<file path="src/rtl/id_ex_operand_stage_pkg.sv">
// ---------------------------------------------------------------------------
// pipe_pkg
//   Shared definitions for the ID->EX operand stage: default datapath,
//   register-index and counter widths, the index of the hardwired zero
//   register, and the operand forward-select encoding.
//   No ports (package).
// ---------------------------------------------------------------------------
package pipe_pkg;

    localparam int DW_DEFAULT = 32;
    localparam int AW_DEFAULT = 5;
    localparam int CW_DEFAULT = 32;

    // Register 0 always reads as zero and is never a real producer.
    localparam int REG_ZERO = 0;

    typedef enum logic [1:0] {
        FWD_RF    = 2'd0,
        FWD_MEMWB = 2'd1,
        FWD_EXMEM = 2'd2
    } fwd_sel_t;

endpackage

</file>
<file path="src/rtl/id_ex_operand_stage_if.sv">
// ---------------------------------------------------------------------------
// id_ex_operand_stage_if
//   Valid/ready bus from the operand stage to the EX stage.
//   master : the operand stage (drives valid and the captured payload)
//   slave  : the EX stage (drives ready)
//   Signals:
//     valid          payload holds a live instruction
//     ready          EX consumes the payload this cycle
//     op_a, op_b     already-forwarded operands
//     rs, rt, rd     captured register indices
//     regw, memread  captured control (0 whenever valid is 0)
//     imm            captured sign-extended immediate
// ---------------------------------------------------------------------------
interface id_ex_operand_stage_if #(
    parameter int DW = pipe_pkg::DW_DEFAULT,
    parameter int AW = pipe_pkg::AW_DEFAULT
) ();

    logic          valid;
    logic          ready;
    logic [DW-1:0] op_a;
    logic [DW-1:0] op_b;
    logic [AW-1:0] rs;
    logic [AW-1:0] rt;
    logic [AW-1:0] rd;
    logic          regw;
    logic          memread;
    logic [DW-1:0] imm;

    modport master (
        output valid, op_a, op_b, rs, rt, rd, regw, memread, imm,
        input  ready
    );

    modport slave (
        input  valid, op_a, op_b, rs, rt, rd, regw, memread, imm,
        output ready
    );

endinterface

</file>
<file path="src/rtl/id_ex_operand_stage_bypass.sv">
// ---------------------------------------------------------------------------
// operand_bypass
//   Hazard detection and forward selection for a single source operand.
//   Purely combinational.
//   Ports:
//     useSrc        instruction actually reads this source
//     src           source register index
//     rfData        register-file read data for src
//     exValid/exRegw/exRd              producer currently held in EX
//     exmemRegw/exmemMemread/exmemRd/exmemResult   EX/MEM producer
//     memwbRegw/memwbRd/memwbData      MEM/WB producer (regfile write port)
//     hazard        operand cannot be bypassed this cycle; ID must stall
//     operand       forwarded operand value
// ---------------------------------------------------------------------------
module operand_bypass
    import pipe_pkg::*;
#(
    parameter int DW = DW_DEFAULT,
    parameter int AW = AW_DEFAULT
) (
    input  logic          useSrc,
    input  logic [AW-1:0] src,
    input  logic [DW-1:0] rfData,
    input  logic          exValid,
    input  logic          exRegw,
    input  logic [AW-1:0] exRd,
    input  logic          exmemRegw,
    input  logic          exmemMemread,
    input  logic [AW-1:0] exmemRd,
    input  logic [DW-1:0] exmemResult,
    input  logic          memwbRegw,
    input  logic [AW-1:0] memwbRd,
    input  logic [DW-1:0] memwbData,
    output logic          hazard,
    output logic [DW-1:0] operand
);

    logic     live;
    logic     hitEx;
    logic     hitExmem;
    logic     hitMemwb;
    fwd_sel_t fwdSel;

    // Match the source against every in-flight producer. A producer still in
    // EX has no result yet, and a load in EX/MEM only has an address, so both
    // force a stall. Otherwise the youngest available result wins; MEM/WB is
    // still needed because the regfile is written at the same edge and the
    // read in this cycle returns the old value. Register 0 never matches.
    always_comb begin
        live     = useSrc && (src != AW'(REG_ZERO));
        hitEx    = live && exValid && exRegw && (exRd == src);
        hitExmem = live && exmemRegw && (exmemRd == src);
        hitMemwb = live && memwbRegw && (memwbRd == src);
        hazard   = hitEx || (hitExmem && exmemMemread);

        fwdSel = FWD_RF;
        if (hitExmem && !exmemMemread) begin
            fwdSel = FWD_EXMEM;
        end else if (hitMemwb) begin
            fwdSel = FWD_MEMWB;
        end

        case (fwdSel)
            FWD_EXMEM: operand = exmemResult;
            FWD_MEMWB: operand = memwbData;
            default:   operand = rfData;
        endcase
    end

endmodule

</file>
<file path="src/rtl/id_ex_operand_stage.sv">
// ---------------------------------------------------------------------------
// id_ex_operand_stage
//   ID->EX pipeline register. Forwards EX/MEM and MEM/WB results into the
//   register-file operands, stalls decode when a bypass is impossible, and
//   hands the captured instruction to EX over a valid/ready bus.
//   Ports:
//     clk, reset (async, active low)
//     id_valid/id_ready                 decode handshake
//     id_rs, id_rt, id_use_rs, id_use_rt, id_data1, id_data2
//     id_rd, id_regw, id_memread, id_imm  decoded instruction
//     exmem_regw/memread/rd/result      EX/MEM producer
//     memwb_regw/rd/data                MEM/WB producer
//     flush                             kill held and incoming instruction
//     ex                                bus to EX (master side)
//     stall_cycles                      saturating hazard-stall counter
// ---------------------------------------------------------------------------
module id_ex_operand_stage
    import pipe_pkg::*;
#(
    parameter int DW = DW_DEFAULT,
    parameter int AW = AW_DEFAULT,
    parameter int CW = CW_DEFAULT
) (
    input  logic          clk,
    input  logic          reset,
    input  logic          id_valid,
    output logic          id_ready,
    input  logic [AW-1:0] id_rs,
    input  logic [AW-1:0] id_rt,
    input  logic          id_use_rs,
    input  logic          id_use_rt,
    input  logic [DW-1:0] id_data1,
    input  logic [DW-1:0] id_data2,
    input  logic [AW-1:0] id_rd,
    input  logic          id_regw,
    input  logic          id_memread,
    input  logic [DW-1:0] id_imm,
    input  logic          exmem_regw,
    input  logic          exmem_memread,
    input  logic [AW-1:0] exmem_rd,
    input  logic [DW-1:0] exmem_result,
    input  logic          memwb_regw,
    input  logic [AW-1:0] memwb_rd,
    input  logic [DW-1:0] memwb_data,
    input  logic          flush,
    id_ex_operand_stage_if.master ex,
    output logic [CW-1:0] stall_cycles
);

    logic          advance;
    logic          stall;
    logic          hazA;
    logic          hazB;
    logic [DW-1:0] opA;
    logic [DW-1:0] opB;

    operand_bypass #(.DW(DW), .AW(AW)) bypassRs (
        .useSrc(id_use_rs), .src(id_rs), .rfData(id_data1),
        .exValid(ex.valid), .exRegw(ex.regw), .exRd(ex.rd),
        .exmemRegw(exmem_regw), .exmemMemread(exmem_memread),
        .exmemRd(exmem_rd), .exmemResult(exmem_result),
        .memwbRegw(memwb_regw), .memwbRd(memwb_rd), .memwbData(memwb_data),
        .hazard(hazA), .operand(opA)
    );

    operand_bypass #(.DW(DW), .AW(AW)) bypassRt (
        .useSrc(id_use_rt), .src(id_rt), .rfData(id_data2),
        .exValid(ex.valid), .exRegw(ex.regw), .exRd(ex.rd),
        .exmemRegw(exmem_regw), .exmemMemread(exmem_memread),
        .exmemRd(exmem_rd), .exmemResult(exmem_result),
        .memwbRegw(memwb_regw), .memwbRd(memwb_rd), .memwbData(memwb_data),
        .hazard(hazB), .operand(opB)
    );

    // The register can move whenever it is empty or EX is taking its
    // contents. Decode is only accepted when it can move, no source is
    // blocked, and no redirect is killing the incoming instruction.
    always_comb begin
        advance  = !ex.valid || ex.ready;
        stall    = id_valid && (hazA || hazB);
        id_ready = advance && !stall && !flush;
    end

    // Pipeline register. A flush wins over everything, back-pressure holds
    // the payload, and a stall or idle decode inserts a bubble. Bubbles
    // clear the write-back and load flags so downstream hazard logic never
    // sees a phantom producer.
    always_ff @(posedge clk or negedge reset) begin
        if (!reset) begin
            ex.valid   <= 1'b0;
            ex.op_a    <= '0;
            ex.op_b    <= '0;
            ex.rs      <= '0;
            ex.rt      <= '0;
            ex.rd      <= '0;
            ex.regw    <= 1'b0;
            ex.memread <= 1'b0;
            ex.imm     <= '0;
        end else if (flush) begin
            ex.valid   <= 1'b0;
            ex.regw    <= 1'b0;
            ex.memread <= 1'b0;
        end else if (advance) begin
            if (id_valid && !stall) begin
                ex.valid   <= 1'b1;
                ex.op_a    <= opA;
                ex.op_b    <= opB;
                ex.rs      <= id_rs;
                ex.rt      <= id_rt;
                ex.rd      <= id_rd;
                ex.regw    <= id_regw;
                ex.memread <= id_memread;
                ex.imm     <= id_imm;
            end else begin
                ex.valid   <= 1'b0;
                ex.regw    <= 1'b0;
                ex.memread <= 1'b0;
            end
        end
    end

    // Counts only stalls that actually cost a cycle: while EX back-pressures
    // or a flush is pending, decode would not have advanced anyway. The count
    // sticks at all-ones instead of wrapping.
    always_ff @(posedge clk or negedge reset) begin
        if (!reset) begin
            stall_cycles <= '0;
        end else if (stall && advance && !flush && (stall_cycles != {CW{1'b1}})) begin
            stall_cycles <= stall_cycles + 1'b1;
        end
    end

endmodule

</file>
<file path="src/flat_wrapper.sv">
// flat-port wrapper written by rule: the top's interface ports become plain ports
module id_ex_operand_stage_flat import pipe_pkg::*;
#(
    parameter int DW = DW_DEFAULT,
    parameter int AW = AW_DEFAULT,
    parameter int CW = CW_DEFAULT
)
  (clk, reset, id_valid, id_ready, id_rs, id_rt, id_use_rs, id_use_rt, id_data1, id_data2, id_rd, id_regw, id_memread, id_imm, exmem_regw, exmem_memread, exmem_rd, exmem_result, memwb_regw, memwb_rd, memwb_data, flush, stall_cycles, ex_valid, ex_op_a, ex_op_b, ex_rs, ex_rt, ex_rd, ex_regw, ex_memread, ex_imm, ex_ready);
  id_ex_operand_stage_if #(.DW(DW), .AW(AW)) ex_i ();
  input  logic clk;
  input  logic reset;
  input  logic id_valid;
  output logic id_ready;
  input  logic [AW-1:0] id_rs;
  input  logic [AW-1:0] id_rt;
  input  logic id_use_rs;
  input  logic id_use_rt;
  input  logic [DW-1:0] id_data1;
  input  logic [DW-1:0] id_data2;
  input  logic [AW-1:0] id_rd;
  input  logic id_regw;
  input  logic id_memread;
  input  logic [DW-1:0] id_imm;
  input  logic exmem_regw;
  input  logic exmem_memread;
  input  logic [AW-1:0] exmem_rd;
  input  logic [DW-1:0] exmem_result;
  input  logic memwb_regw;
  input  logic [AW-1:0] memwb_rd;
  input  logic [DW-1:0] memwb_data;
  input  logic flush;
  output logic [CW-1:0] stall_cycles;
  output wire logic [$bits(ex_i.valid)-1:0] ex_valid;
  output wire logic [$bits(ex_i.op_a)-1:0] ex_op_a;
  output wire logic [$bits(ex_i.op_b)-1:0] ex_op_b;
  output wire logic [$bits(ex_i.rs)-1:0] ex_rs;
  output wire logic [$bits(ex_i.rt)-1:0] ex_rt;
  output wire logic [$bits(ex_i.rd)-1:0] ex_rd;
  output wire logic [$bits(ex_i.regw)-1:0] ex_regw;
  output wire logic [$bits(ex_i.memread)-1:0] ex_memread;
  output wire logic [$bits(ex_i.imm)-1:0] ex_imm;
  input wire logic [$bits(ex_i.ready)-1:0] ex_ready;
  assign ex_valid = ex_i.valid;
  assign ex_op_a = ex_i.op_a;
  assign ex_op_b = ex_i.op_b;
  assign ex_rs = ex_i.rs;
  assign ex_rt = ex_i.rt;
  assign ex_rd = ex_i.rd;
  assign ex_regw = ex_i.regw;
  assign ex_memread = ex_i.memread;
  assign ex_imm = ex_i.imm;
  assign ex_i.ready = ex_ready;
  id_ex_operand_stage #(.DW(DW), .AW(AW), .CW(CW)) u_core (.clk(clk), .reset(reset), .id_valid(id_valid), .id_ready(id_ready), .id_rs(id_rs), .id_rt(id_rt), .id_use_rs(id_use_rs), .id_use_rt(id_use_rt), .id_data1(id_data1), .id_data2(id_data2), .id_rd(id_rd), .id_regw(id_regw), .id_memread(id_memread), .id_imm(id_imm), .exmem_regw(exmem_regw), .exmem_memread(exmem_memread), .exmem_rd(exmem_rd), .exmem_result(exmem_result), .memwb_regw(memwb_regw), .memwb_rd(memwb_rd), .memwb_data(memwb_data), .flush(flush), .ex(ex_i), .stall_cycles(stall_cycles));
endmodule
</file>
<file path="config.mk">
export PLATFORM = sky130hd
export DESIGN_NAME = id_ex_operand_stage_flat
export DESIGN_NICKNAME = d
export VERILOG_FILES = /design/src/rtl/id_ex_operand_stage_pkg.sv /design/src/rtl/id_ex_operand_stage_if.sv /design/src/rtl/id_ex_operand_stage_bypass.sv /design/src/rtl/id_ex_operand_stage.sv /design/src/flat_wrapper.sv
export SDC_FILE = /design/constraint.sdc
export NUM_CORES = 1
export LEC_CHECK = 0
export ABC_CLOCK_PERIOD_IN_PS = 3000
export BUFFER_PORTS_ARGS = -buffer_cell sky130_fd_sc_hd__buf_2
export CORE_AREA = 2 2 133 135
export DETAILED_ROUTE_END_ITERATION = 8
export DIE_AREA = 0 0 135 137
export GPL_TIMING_DRIVEN = 0
export PLACE_DENSITY = 0.77
export SYNTH_ARGS = -nofsm -noshare
export SYNTH_HDL_FRONTEND = slang
export SYNTH_SLANG_ARGS = --single-unit
</file>
<file path="constraint.sdc">
create_clock -name clk -period 3 [get_ports clk]
set_input_delay 0.6 -clock clk [delete_from_list [all_inputs] [get_ports clk]]
set_output_delay 0.6 -clock clk [all_outputs]
set_load 0.02 [all_outputs]
</file>
==> results.cfg, run 1 <==
[status]
status = finished clean

[synthesis]
syn_inst = 671
synth_commonest_cells = dfrtp_1, nand2_1, mux2_2
synthFlopType = dfrtp_1
synth_edf_count = 0
synth_top_area_frac = 0.479
yosysMostFrequentCell = dfrtp_1
syn_nets = 869
synth.avg_cell_area_um2 = 11.4
netlist_area_mm2 = 0.00763
synthTopCellsByArea = dfrtp_1, mux2_2, mux2i_1
synth_top_area_cell = dfrtp_1
ys_warn_count = 0
ys_types = 41
synthArstFlopShare = 1.00
yosys_register_bits = 146
seq_area_frac_synth = 0.479

[global_route]
grt_pass1_vias = 6957
antenna_found_initial = 5
gr-total-overflow = 0
grtUsageTotal = 0.258
grt_max_degree = 82
grt_pass1_wl_um = 36500

[placement]
hpwl_um = 18300
placed_area_mm2 = 0.00966
gp_congestion = 0.909
port_buffers = 343
pre_cts_ws_ns = -0.478

[sta]
final.setup.worst_slack_ns = 0.114
finalMaxSlewViolations = 0
relSlewSlack = 0.233
finClkSkew_ns = 0.0107
finalHoldViolations = 0
setup_violations = 0
fmax_ghz = 0.346
tightestPinTransition_ns = 1.14
fin_crit_ns = 2.89
rsz0062_at_grt = no
tns_ns = 0
period_share = 0.962

[power_and_ir_drop]
leakagePower_uw = 0.00506
ir_drop_v = 0.000402
total_power_uw = 5930
powerDensity_mw_per_mm2 = 574

[detailed_routing]
highest_layer = met5
wl_met1_um = 9420
wl_um = 24000
ant_nets = 0
met3WireLength_um = 1950
drc = 0
drt_iter0_markers = 460
routedWlPerCell_um = 18.8
dr_wl_met2_um = 11600
firstDrtPassIters = 4
vias = 6818
routed_via_density = 5.33

[cts]
cts_buffers = 17
h-tree-depth = 4
clockBufferDepth = 2
clkLatencyLatePin_ns = 0.43
clk_pin_slew_ns = 0.06
cts_root_buffer = clkbuf_16
cts.sinks = 146
cts_tree = done

[worst_setup_path]
crit_path_max_fanout = 5
r2r_slack_ns = 0.37
end_kind = output port
r2r-end = u_core.stall_cycles[1]
reg2regPathDepth = 7
r2r_start = u_core.stall_cycles[5]
cp-start-kind = input port
cp_num_cells = 8
path_cells = buf_4, or4_1, o21a_1, and4_1, o21ai_2, nand2_4, a21oi_4, buf_6
cp.arrival_ns = 2.29
cp_num_buf_inv = 2
cpMaxStageDelayCell = or4_1
path_delay_family = simple AND/OR/NAND/NOR gates
crit_type = input port to output port
worstPathRequired_ns = 2.40
cp_slowest_stage_delay_ns = 0.51

[cells_and_area]
fin_nets = 1236
design_area_mm2 = 0.0103
drive_gt1_frac = 0.474
area_growth_pct = 35.4
final_core_util = 0.606

[min_path]
hold_class = input port to asynchronous set/reset pin

[floorplanning]
rows = 48
initial_core_util = 0.447
die_area_mm2 = 0.0185
coreArea_mm2 = 0.0171
die_w_um = 135
dieHeight_um = 137
ios = 344

[job]
maxCapViolCount = 0
[cell families after synthesis]
kind of cell | after synthesis | synth area share
compound gates | 75 | 0.0526
xor+xnor | 60 | 0.0689
fa+ha+maj | 1 | 0.00164
buf+inv | 37 | 0.0320
flops | 146 | 0.479
mux | 176 | 0.254
simple gates | 176 | 0.113
[metal layers]
layer  track usage  up-vias
li1              -     3125
met1         0.305     3298
met2         0.428      321
met3        0.0719       72
met4         0.139        2
met5             0        -
[flip-flops by register name, summed over array words and instances, names as in the netlist]
name	flops
u_core.ex.op_b	32
u_core.ex.imm	32
u_core.ex.regw	1
u_core.ex.rt	5
u_core.ex.rd	5
u_core.ex.op_a	32
u_core.ex.memread	1
u_core.ex.valid	1
u_core.ex.rs	5
u_core.stall_cycles	32
[how the worst max path moves through the flow]
stage	from	end	slack [ns]
2_1_floorplan	id_rt[1]	id_ready	0.03
3_3_place_gp	reset	u_core.ex.op_a[10]	-0.86
3_5_place_dp	id_rs[0]	id_ready	-0.48
4_1_cts	id_rt[1]	id_ready	0.006
5_1_grt	id_rt[4]	id_ready	0.02
6_report	id_rt[4]	id_ready	0.11
[where the power goes]
part           internal (uW)  switching, uW
registers               2250            161
logic                    606            803
clock network           1170            937
total                   4030           1900
[cell type report]
type	count	area, um^2
antenna	4	10.0
buffer	35	236
clock buffer	17	425
clock inverter	15	148
fill	1434	6720
inverter	1	3.75
multi-input combinational	488	3770
sequential	146	3650
tap	225	282
timing repair buffer	349	1800
[repair_timing]
action,4_1_cts,5_1_grt
hold buffers,0,0
buffers inserted,5,0
resized for setup,14,3
endpoints found under the setup margin,1,1
pin swaps,5,5
[per-stage QoR]
step,cells,hold WS (ns)
detailed placement,1240,0.472
global route,1279,0.206
floorplan,671,0.304
global placement,1239,0.462
CTS,1277,0.188
finish,1280,0.156
[placed cells by master (no fill, tap or decap), types with 4 or more instances in the layout]
master     Yosys  routed
and3_1         4       4
and4_1         5       4
buf_2         12     351
buf_4          2       9
buf_6          2       4
buf_8          6       6
clkbuf_1      14      13
clkbuf_16      0      17
dfrtp_1      146     146
diode_2        0       4
inv_6          0       4
mux2_1        28      28
mux2_2        75      75
mux2_4         9       9
mux2i_1       64      64
nand2_1       88      87
nand3_1       15      15
nand4_1       11      11
nor2_1        13      13
nor3_1        12      12
nor4_1        13      13
o21ai_0       65      65
xnor2_1       29      29
xor2_1        31      31
Power figures use the tool's default switching activity.
==> run 2, diff against run 1 <==
--- a/config.mk
+++ b/config.mk
@@ -11,7 +11,7 @@
 export DETAILED_ROUTE_END_ITERATION = 8
 export DIE_AREA = 0 0 135 137
 export GPL_TIMING_DRIVEN = 0
-export PLACE_DENSITY = 0.77
+export PLACE_DENSITY = 0.79
 export SYNTH_ARGS = -nofsm -noshare
 export SYNTH_HDL_FRONTEND = slang
 export SYNTH_SLANG_ARGS = --single-unit
==> run 2 against run 1 <==
Net effect: critical path depth is the same; setup slack gained 0.029 ns; worst hold slack gained 0.026 ns; largest cell class unchanged; sequential cell count is the same; non-clock buffer count grew 1; highest routed layer unchanged; routed wire length shrank 0.98%; clock power grew 2%.
==> results.cfg, run 2 (synthesis results as in run 1) <==
[global_route]
grt_pass1_wl_um = 36400
grt_max_degree = 77
antenna_found_initial = 4
grt_pass1_vias = 6930
grtUsageTotal = 0.255
gr-total-overflow = 0

[cts]
cts_root_buffer = clkbuf_16
clkLatencyLatePin_ns = 0.43
clockBufferDepth = 2
cts.sinks = 146
cts_buffers = 17
clk_pin_slew_ns = 0.07
cts_tree = done
h-tree-depth = 4

[floorplanning]
die_w_um = 135
initial_core_util = 0.447
coreArea_mm2 = 0.0171
die_area_mm2 = 0.0185
rows = 48
dieHeight_um = 137
ios = 344

[status]
status = finished clean

[power_and_ir_drop]
p_int_uw = 3990
p_switching_uw = 1980
leakagePower_uw = 0.00508
netSwitchingFraction = 0.332
p_clk_frac = 0.360
powerDensity_mw_per_mm2 = 576
comb_power_share = 0.236
power_frac_seq = 0.404
ir_drop_v = 0.000375

[sta]
setup_violations = 0
period_share = 0.952
relSlewSlack = 0.289
final.setup.worst_slack_ns = 0.143
finalMaxSlewViolations = 0
finalHoldViolations = 0
fmax_ghz = 0.350
holdWs_ns = 0.183
rsz0062_at_grt = no
finClkSkew_ns = 0.0169
tightestPinTransition_ns = 1.06
fin_crit_ns = 2.86

[detailed_routing]
wl_um = 23800
routedWlPerCell_um = 18.6
routed_via_density = 5.31
drc = 0
firstDrtPassIters = 4
drt_iter0_markers = 241
ant_nets = 0
vias = 6787

[worst_setup_path]
worstPathRequired_ns = 2.40
path_cells = buf_4, or4_1, o21a_1, and4_1, o21ai_2, nand2_4, a21oi_4, buf_6
crit_path_max_fanout = 5
crit_type = input port to output port
cp_slowest_stage_delay_ns = 0.51
cpMaxStageDelayCell = or4_1
path_delay_family = simple AND/OR/NAND/NOR gates
cp.arrival_ns = 2.26
r2r_slack_ns = 0.25
cp_num_buf_inv = 2
cp-start-kind = input port
end_kind = output port

[cells_and_area]
layout_common_cells = buf_2, dfrtp_1, nand2_1
drive_gt1_frac = 0.475
fillers = 1417
design_area_mm2 = 0.0104
final_cells = 1279
fin_nets = 1237
final_core_util = 0.608
area_growth_pct = 35.9
final_common_cell = buf_2

[placement]
place_inst = 1240
placed_area_mm2 = 0.00966
pre_cts_ws_ns = -0.456
port_buffers = 343
gp_congestion = 0.937
hpwl_um = 18100

[job]
maxCapViolCount = 0

[min_path]
hold_class = input port to asynchronous set/reset pin
[run 2: cell types whose count changed in the layout (fill, tap and decap cells not counted), moves of 2 or more]
cell      change
clkinv_2      -3
diode_2       -2
clkinv_8      +5
inv_6         +2
buf_4         +2
clkinv_4      -3
[run 2: final timing paths]
check                                  startpoint                 endpoint  depth (start not counted)
max in group asynchronous                   reset        u_core.ex.op_a[3]                          2
hold reg to reg                u_core.ex.op_b[27]       u_core.ex.op_b[27]                          1
setup / recovery                         id_rt[4]                 id_ready                          8
hold / removal                              reset  u_core.stall_cycles[18]                          1
min in group clk                         id_rd[4]          u_core.ex.rd[4]                          2
setup reg to reg           u_core.stall_cycles[5]   u_core.stall_cycles[1]                          7
[run 2: power groups by stage]
stage / combinational (uW) / sequential [uW] / clock, uW
3_5_place_dp: 1410 / 2450 / 0
5_1_grt: 1500 / 2450 / 2280
4_1_cts: 1420 / 2410 / 2190
2_1_floorplan: 429 / 2790 / 0
3_3_place_gp: 1380 / 2430 / 0
6_report: 1410 / 2410 / 2150
[run 2: routing by layer]
metal  global-route usage  routed length (um)
met5                    0                  27
met4               0.0891                 549
met3               0.0804                2030
met2                0.439               12000
met1                0.303                9210
[run 2: what timing repair did]
action	CTS	global route
gates resized for setup	12	7
hold buffers	0	0
setup buffers	4	2
setup endpoints to repair	1	1
pin swaps	5	7
endpoints found under the hold margin	0	0
[run 2: final cells by class]
cell class                      instances  area [um^2]  share of cell area
Tap cell                              225          282              0.0271
Multi-Input combinational cell        488         3780               0.364
Clock inverter                         15          179              0.0172
Timing Repair Buffer                  350         1810               0.174
Buffer                                 35          236              0.0228
Sequential cell                       146         3650               0.352
Clock buffer                           17          425              0.0410
Inverter                                1         3.75            0.000362
Antenna cell                            2         5.00            0.000483
[run 2: stage by stage]
| stage | TNS (ns) | total power, uW |
|---|---|---|
| 4_1_cts | 0 | 6010 |
| 6_report | 0 | 5970 |
| 3_5_place_dp | -29.60 | 3850 |
| 3_3_place_gp | -144.46 | 3810 |
| 5_1_grt | 0 | 6240 |
| 2_1_floorplan | 0 | 3220 |
[run 2: worst reg2reg max path, cell delays in order (launching register included)]
cell	delay, ns
dfrtp_1	0.45
and4_1	0.26
and4_1	0.27
nand3_1	0.22
nor4b_2	0.78
nor2_1	0.18
nand2_1	0.16
mux2_2	0.34
==> run 3, diff against run 2 <==
--- a/config.mk
+++ b/config.mk
@@ -7,11 +7,13 @@
 export LEC_CHECK = 0
 export ABC_CLOCK_PERIOD_IN_PS = 3000
 export BUFFER_PORTS_ARGS = -buffer_cell sky130_fd_sc_hd__buf_2
-export CORE_AREA = 2 2 133 135
+export CORE_ASPECT_RATIO = 2
+export CORE_MARGIN = 8
+export CORE_UTILIZATION = 49
 export DETAILED_ROUTE_END_ITERATION = 8
-export DIE_AREA = 0 0 135 137
 export GPL_TIMING_DRIVEN = 0
-export PLACE_DENSITY = 0.79
+export PLACE_DENSITY = 0.83
 export SYNTH_ARGS = -nofsm -noshare
 export SYNTH_HDL_FRONTEND = slang
+export SYNTH_HIERARCHICAL = 1
 export SYNTH_SLANG_ARGS = --single-unit
==> run 3 against run 2 <==
Net effect: clock skew shrank 0.0068 ns; synthesized cell count up 17%; worst hold slack worse by 0.049 ns; via count grew 29%; first-iteration DRC count grew to 2.7 times the previous value; area after synthesis grew 9.0%; final area rose by 6.3%; global-route usage up 5.5 points; core utilization up 5.3 points; die area increased by 17%; critical path type unchanged.
==> results.cfg, run 3 <==
[placement]
gp_congestion = 0.916
placed_area_mm2 = 0.0103
hpwl_um = 26400
port_buffers = 343

[floorplanning]
rows = 67
die_w_um = 108
ios = 344
die_area_mm2 = 0.0217
coreArea_mm2 = 0.0167
initial_core_util = 0.499
dieHeight_um = 200

[global_route]
grt_pass1_vias = 9127
grtUsageTotal = 0.311
antenna_found_initial = 13
grt_pass1_wl_um = 51600
grt_max_degree = 97
gr-total-overflow = 0

[sta]
tightestPinTransition_ns = 0.667
relSlewSlack = 0.554
holdWs_ns = 0.133
rsz0062_at_grt = no
finalMaxSlewViolations = 0
fin_crit_ns = 2.92
fmax_ghz = 0.343
setup_violations = 0
finClkSkew_ns = 0.0101
period_share = 0.973
finalHoldViolations = 0

[cts]
cts_root_buffer = clkbuf_16
cts.sinks = 146
clk_pin_slew_ns = 0.06
clkLatencyLatePin_ns = 0.42
cts_buffers = 17
cts_tree = done
h-tree-depth = 4
clockBufferDepth = 2

[synthesis]
syn_nets = 981
synthArstFlopShare = 1.00
synth_top_area_frac = 0.439
seq_area_frac_synth = 0.439
ys_warn_count = 6
ys_types = 38
synthTopCellsByArea = dfrtp_1, mux2_2, o31ai_1
synth_edf_count = 0
synthFlopType = dfrtp_1
synth_top_area_cell = dfrtp_1
yosys_register_bits = 146
yosysMostFrequentCell = dfrtp_1
synth.avg_cell_area_um2 = 10.6
synth_commonest_cells = dfrtp_1, mux2_2, nand4_1
netlist_area_mm2 = 0.00832
syn_inst = 783

[cells_and_area]
fin_nets = 1350
final_common_cell = buf_2
design_area_mm2 = 0.0110
area_growth_pct = 32.5
layout_common_cells = buf_2, dfrtp_1, mux2_2
final_core_util = 0.661
fillers = 1403
drive_gt1_frac = 0.466

[detailed_routing]
drc = 0
drt_iter0_markers = 654
routedWlPerCell_um = 24.9
vias = 8758
firstDrtPassIters = 8
ant_nets = 0
wl_um = 34300
routed_via_density = 6.35

[worst_setup_path]
cp.arrival_ns = 2.32
reg2regPathDepth = 9
r2r_slack_ns = 0.47
crit_path_max_fanout = 7
r2r-end = u_core/stall_cycles[29]
r2r_start = u_core/ex.rd[0]
cp-start-kind = input port
crit_type = input port to output port
worstPathRequired_ns = 2.40
end_kind = output port

[status]
status = finished clean

[power_and_ir_drop]
powerDensity_mw_per_mm2 = 568
ir_drop_v = 0.000580
leakagePower_uw = 0.00489

[job]
maxCapViolCount = 0

[min_path]
hold_class = input port to asynchronous set/reset pin
==> run 3: layout make-up <==
type / instances / area, um^2 / share of cell area
multi-input cells: 550 / 4260 / 0.386
well taps: 207 / 259 / 0.0235
flip-flops and latches: 146 / 3650 / 0.331
inverters: 5 / 18.8 / 0.00170
diodes: 7 / 17.5 / 0.00159
repair buffers: 355 / 1840 / 0.166
clock inverters: 13 / 150 / 0.0136
plain buffers: 77 / 389 / 0.0353
clock buffers: 19 / 443 / 0.0402
==> run 3: how the worst max path moves through the flow <==
stage,from,end,slack [ns],cells past startpoint
finish,id_rt[1],id_ready,0.08,7
global route,id_rt[0],id_ready,0.01,10
CTS,id_rt[1],id_ready,0.04,7
detailed placement,id_rt[1],u_core/ex.op_b[30],-0.76,9
global placement,reset,u_core/ex.op_b[20],-0.78,1
floorplan,id_rt[1],u_core/ex.op_b[16],0.06,8
==> run 3: critical path, cell delays in order <==
cell      delay (ns)
buf_2           0.17
or4_4           0.59
o21a_4          0.25
o21a_1          0.16
o21a_1          0.23
nor2_1          0.11
clkbuf_4        0.19
==> run 3: per-layer routing <==
layer,track usage,share of wire
met4,0.184,0.052
met5,0,0.0019
met3,0.0788,0.084
met2,0.537,0.53
met1,0.325,0.34
==> run 3: timing repair <==
action | in CTS | in global routing
buffers inserted | 5 | 6
setup endpoints to repair | 117 | 1
pin swaps | 3 | 0
hold buffers | 0 | 0
resized for setup | 6 | 2
==> run 3: cells by family (layout without fill, tap and decap cells) <==
group           after synthesis  count (layout)  synth area share
simple gates                231             231             0.169
flops                       146             146             0.439
compound gates              145             145             0.124
mux                         113             113             0.153
buf+inv                      87             469            0.0511
xor+xnor                     60              60            0.0631
fa+ha+maj                     1               1           0.00150
other cells                   0               7                 0
==> run 3: per-stage QoR <==
stage,std cells,setup slack [ns],setup TNS (ns),total power [uW]
finish,1379,0.0822,0,6270
global route,1378,0.0123,0,6500
CTS,1367,0.0404,0,6290
detailed placement,1334,-0.762,-81.17,4110
global placement,1333,-0.783,-187.11,4060
floorplan,783,0.0629,0,3360
==> run 3: where the power goes <==
part	internal, uW	switching [uW]
sequential	2250	172
clock	1260	900
combinational	649	1030
